File: src/rtl/serial_addsub.sv
// Digit-serial add/subtract: WIDTH-bit operation in WIDTH/DIGIT steps, LSB digit first.
// Define SERIAL_ADDSUB_OVF_EN to enable signed-overflow output; otherwise ovf is tied to 0.
module serial_addsub #(
    parameter int unsigned WIDTH = 16,
    parameter int unsigned DIGIT = 4
) (
    input  logic             clk,
    input  logic             rst,
    input  logic             start,
    input  logic             sub,
    input  logic [WIDTH-1:0] a,
    input  logic [WIDTH-1:0] b,
    output logic             ready,
    output logic             busy,
    output logic             done,
    output logic [WIDTH-1:0] sum,
    output logic             cout,
    output logic             ovf
);

    localparam int unsigned N  = WIDTH / DIGIT;
    localparam int unsigned CW = (N > 1) ? $clog2(N) : 1;

    typedef enum logic [1:0] {
        IDLE = 2'd0,
        RUN  = 2'd1,
        DONE = 2'd2
    } state_t;

    state_t           state, state_nxt;
    logic             load, step, last;
    logic [WIDTH-1:0] a_q, b_q, acc_q;
    logic             carry_q;
    logic [CW-1:0]    cnt_q;
    logic [DIGIT:0]   slice;
    logic [WIDTH-1:0] acc_nxt;

    assign last = (cnt_q == CW'(N - 1));

    always_comb begin
        slice   = {1'b0, a_q[DIGIT-1:0]} + {1'b0, b_q[DIGIT-1:0]} + {{DIGIT{1'b0}}, carry_q};
        // New digit enters at the MSB end; after N steps the first digit sits at bit 0.
        acc_nxt = (acc_q >> DIGIT) | (WIDTH'(slice[DIGIT-1:0]) << (WIDTH - DIGIT));
    end

    always_ff @(posedge clk or posedge rst) begin
        if (rst) begin
            state <= IDLE;
        end else begin
            state <= state_nxt;
        end
    end

    always_comb begin
        state_nxt = state;
        load      = 1'b0;
        step      = 1'b0;
        ready     = 1'b0;
        busy      = 1'b0;
        done      = 1'b0;
        case (state)
            IDLE: begin
                ready = 1'b1;
                if (start) begin
                    load      = 1'b1;
                    state_nxt = RUN;
                end
            end
            RUN: begin
                busy = 1'b1;
                step = 1'b1;
                if (last) begin
                    state_nxt = DONE;
                end
            end
            DONE: begin
                done      = 1'b1;
                state_nxt = IDLE;
            end
            default: state_nxt = IDLE;
        endcase
    end

    always_ff @(posedge clk or posedge rst) begin
        if (rst) begin
            a_q     <= '0;
            b_q     <= '0;
            acc_q   <= '0;
            carry_q <= 1'b0;
            cnt_q   <= '0;
            sum     <= '0;
            cout    <= 1'b0;
        end else if (load) begin
            a_q     <= a;
            b_q     <= sub ? ~b : b;
            carry_q <= sub;
            cnt_q   <= '0;
        end else if (step) begin
            a_q     <= a_q >> DIGIT;
            b_q     <= b_q >> DIGIT;
            acc_q   <= acc_nxt;
            carry_q <= slice[DIGIT];
            cnt_q   <= cnt_q + CW'(1);
            if (last) begin
                sum  <= acc_nxt;
                cout <= slice[DIGIT];
            end
        end
    end

`ifdef SERIAL_ADDSUB_OVF_EN
    // On the last step the low slices of a_q/b_q hold the original operand MSBs.
    always_ff @(posedge clk or posedge rst) begin
        if (rst) begin
            ovf <= 1'b0;
        end else if (step && last) begin
            ovf <= (a_q[DIGIT-1] == b_q[DIGIT-1]) && (slice[DIGIT-1] != a_q[DIGIT-1]);
        end
    end
`else
    assign ovf = 1'b0;
`endif

endmodule

File: config.mk
export PLATFORM = sky130hd
export DESIGN_NAME = serial_addsub
export DESIGN_NICKNAME = d
export VERILOG_FILES = /design/src/rtl/serial_addsub.sv
export SDC_FILE = /design/constraint.sdc
export NUM_CORES = 1
export LEC_CHECK = 0
export ABC_AREA = 1
export CAP_MARGIN = 10
export CORE_MARGIN = 4
export CORE_UTILIZATION = 52
export CTS_CLUSTER_SIZE = 14
export DETAILED_ROUTE_END_ITERATION = 6
export GPL_TIMING_DRIVEN = 0
export PLACE_DENSITY_LB_ADDON = 0.15
export SLEW_MARGIN = 20
export SYNTH_ARGS = -nofsm -noshare
export SYNTH_HDL_FRONTEND = slang
export SYNTH_SLANG_ARGS = --single-unit
File: constraint.sdc
create_clock -name clk -period 3.2 [get_ports clk]
set_input_delay 0.96 -clock clk [delete_from_list [all_inputs] [get_ports clk]]
set_output_delay 0.96 -clock clk [all_outputs]
set_load 0.01 [all_outputs]
==> results.md <==
* Most used DFF post-synth: dfrtp_1
* Worst r2r dst: acc_q[13]
* Sequential cell area at 1650 um2
* Cell Chain, Critical Path: inv_1 > nand2_1 > inv_2 > buf_2 > clkdlybuf4s50_1
* Final core utilization at 69.2%
* Drt wl/cell at 13.4 um
* IO Port Bufs at 54
* Number of synthesized flops with an enable pin at 0
* Syn nets at 380
* Routability cong. at 0.903
* Top-count cell post-synth: nand2_1
* FP Rows at 27
* CP peak stage delay at 570 ps
* Net count, final at 446
* Hold path start: sum[2]
* Pwr per Cell Area at 947 nW/um2
* Dpl cell area at 3630 um2
* Register area share after synthesis at 55.4%
* Slowest cell on crit path: clkdlybuf4s50_1
* Delay-heaviest family, CP: buffers and inverters
* Max Clock Freq at 341 MHz
* Leakage power at 1.86 nW
* Max IR drop VDD at 0.000441 V
* Hold depth at 2
* Clk Latency, worst-skew pair at 350 ps
* Async SR Flop Fraction at 100%
* N_diodes at 0
* Hold WC Path Type: reg -> reg
* Vias per cell at 4.98
* Worst Setup Start Kind: register
* Tcrit/Tclk final at 91.5%
* Vias in the first global route at 2,389
* Maximum number of pins on one net before global-route repair at 37
* First-pass GRT wire length at 10.8 mm
* H-Tree Depth at 3
* Clk_skew at 10.1 ps
* Final Critical Period at 2930 ps
* Via Count at 2,397
* I/O Pins at 57
* Pre-Repair DR Iteration Count at 4
* Endpoint class of the critical path: primary output
* Total number of cells along the worst setup path at 5
* Setup bufs post-CTS at 0
* Leading post-synthesis cells by cell area: dfrtp_1, nand2_1, o21ai_0, xor2_1, inv_1
* Fin. Hold Viols at 0
* Footprint of the multi-input gates at 1120 um2
* DIE WIDTH at 83.7 um
* Worst r2r src: a_q[0]
* Post-synthesis cell area at 2980 um2
* Reg2Reg Setup Slack at 1550 ps
* Longest Clk Path Bufs at 2
* Max-slew violations at 0
* WHS Endpoint: sum[2]
* Data arrival, critical path at 1970 ps
* Status: finished, final reports clean
* Worst-Margin Slew at 509 ps
* Antenna viol nets, final at 0
* Gate Count Post-Synth at 338
* RSZ-0062 raised after global routing: false
* Area grow syn2layout at 28.5%
* GRT Overall Usage at 19.5%
* Layout cells sized above 1 at 8.56%
* Final setup vio count at 0
* Yosys reg bits at 66
* Core area at 5540 um2
* Yosys warns at 0
* Initial Util at 53.8%
* Post-cts sizing count at 0
* Netlist cell types at 24
* Worst EP required at 2240 ps
* Critical path class: reg -> out
* Iter 0 DRT Violations at 116
* TritonCTS clock tree: done
* Chip Height at 83.7 um
* Buf/Inv on CP at 4
* Share of Yosys cell area claimed by the top area cell type at 55.4%
* Largest area contributor in the synthesized netlist: dfrtp_1
* Clk sinks at 66
* Post-synth top cells: nand2_1, dfrtp_1, o21ai_0
* Post-Route WL at 6.46 mm
* GR Overflow Total at 0
* DRC viols at 0
* Maximum fanout along the worst path at 10
* Fin area at 3830 um2
* Root Buffer Master: clkbuf_8
* CTS Hold Bufs at 0
* Die ar. at 7010 um2
* Reg2Reg Depth at 4
* Fillers at 483
* Initial antenna violation count at 0
* Relative slew slack at 66.1%
* Avg Synthesized Cell Area at 8.82 um2
* Total CTS buffers at 9
* Max capacitance violation total at 0
* Clock Pin Slew Worst Setup and Hold Paths at 70 ps
* DP HPWL at 4.61 mm
[final cells by class]
cell class | instances | area share [%]
Inverter | 29 | 2.91
Multi-Input combinational cell | 227 | 29.4
Tap cell | 72 | 2.35
Clock buffer | 14 | 4.24
Buffer | 16 | 2.51
Clock inverter | 2 | 0.914
Timing Repair Buffer | 55 | 14.6
Sequential cell | 66 | 43.1
[where the power goes]
| part | internal, mW | switching [mW] | total [mW] |
|---|---|---|---|
| clock network | 0.402 | 0.304 | 0.706 |
| logic | 0.659 | 0.868 | 1.53 |
| registers | 1.20 | 0.194 | 1.40 |
| total | 2.26 | 1.37 | 3.63 |
[metal layers]
| metal | GRT usage [%] | share of wire, % | vias to the layer above | wire length [um] |
|---|---|---|---|---|
| met1 | 23.8 | 42 | 1130 | 2720 |
| met3 | 3.65 | 5.3 | 11 | 341 |
| met4 | 10.4 | 2.2 | 0 | 141 |
| met5 | 0 | 0 | - | 0 |
| met2 | 32.8 | 50 | 63 | 3260 |
| li1 | - | - | 1193 | - |
[worst max path at each step]
stage	from	endpoint	slack, ps
after floorplan	rst	a_q[0]	590
after global placement	rst	b_q[12]	-520
after detailed placement	state[1]	busy	630
after CTS	state[1]	busy	250
after global routing	state[1]	busy	180
final	state[1]	busy	270
[flip-flops by register name, indices dropped and copies added, names as in the netlist]
signal / count
a_q: 16
b_q: 16
sum: 16
acc_q: 12
cnt_q: 2
state: 2
carry_q: 1
cout: 1
[worst register-to-register path, delay by kind of cell, from the launching register on]
family,cells,cell delay (ps)
compound gates,1,170
buf+inv,1,90
flops,1,420
fa+ha+maj,2,900
[metrics by stage]
step	power, mW	TNS, ps	hold slack [ps]	instances	worst slack (ps)
detailed placement	2.95	0	464	465	628
CTS	3.66	0	482	481	253
floorplan	2.36	0	442	338	585
global route	3.92	0	500	481	184
global placement	2.89	-33910	452	464	-516
finish	3.63	0	478	481	270
[kinds of logic (layout without fill, tap and decap cells)]
family	Yosys count	in the layout	share of synthesized area, %
simple gates	147	147	19.4
flops	66	66	55.4
compound gates	56	56	10.2
buf+inv	45	116	6.88
xor+xnor	17	17	4.99
fa+ha+maj	6	6	3.02
other cells	1	1	0.126
[layout by cell type, fill, tap and decap left out]
master and instances:
dfrtp_1 66, bufinv_16 1, inv_1 24, inv_2 4, fa_1 2, a21oi_1 2
buf_12 1, o211ai_1 4, xnor2_1 5, clkinv_2 1, clkbuf_1 6, ha_1 4
inv_4 1, nor2_1 2, o21ai_1 9, conb_1 1, nor2_2 1, o21ai_0 35
buf_4 3, nand3_1 14, xor2_1 12, nand2_1 129, clkbuf_8 11, a22o_1 1
buf_6 2, o22ai_1 4, buf_2 8, nand2_4 1, clkdlybuf4s50_1 54, o21ai_2 1
Power figures use the tool's default switching activity.
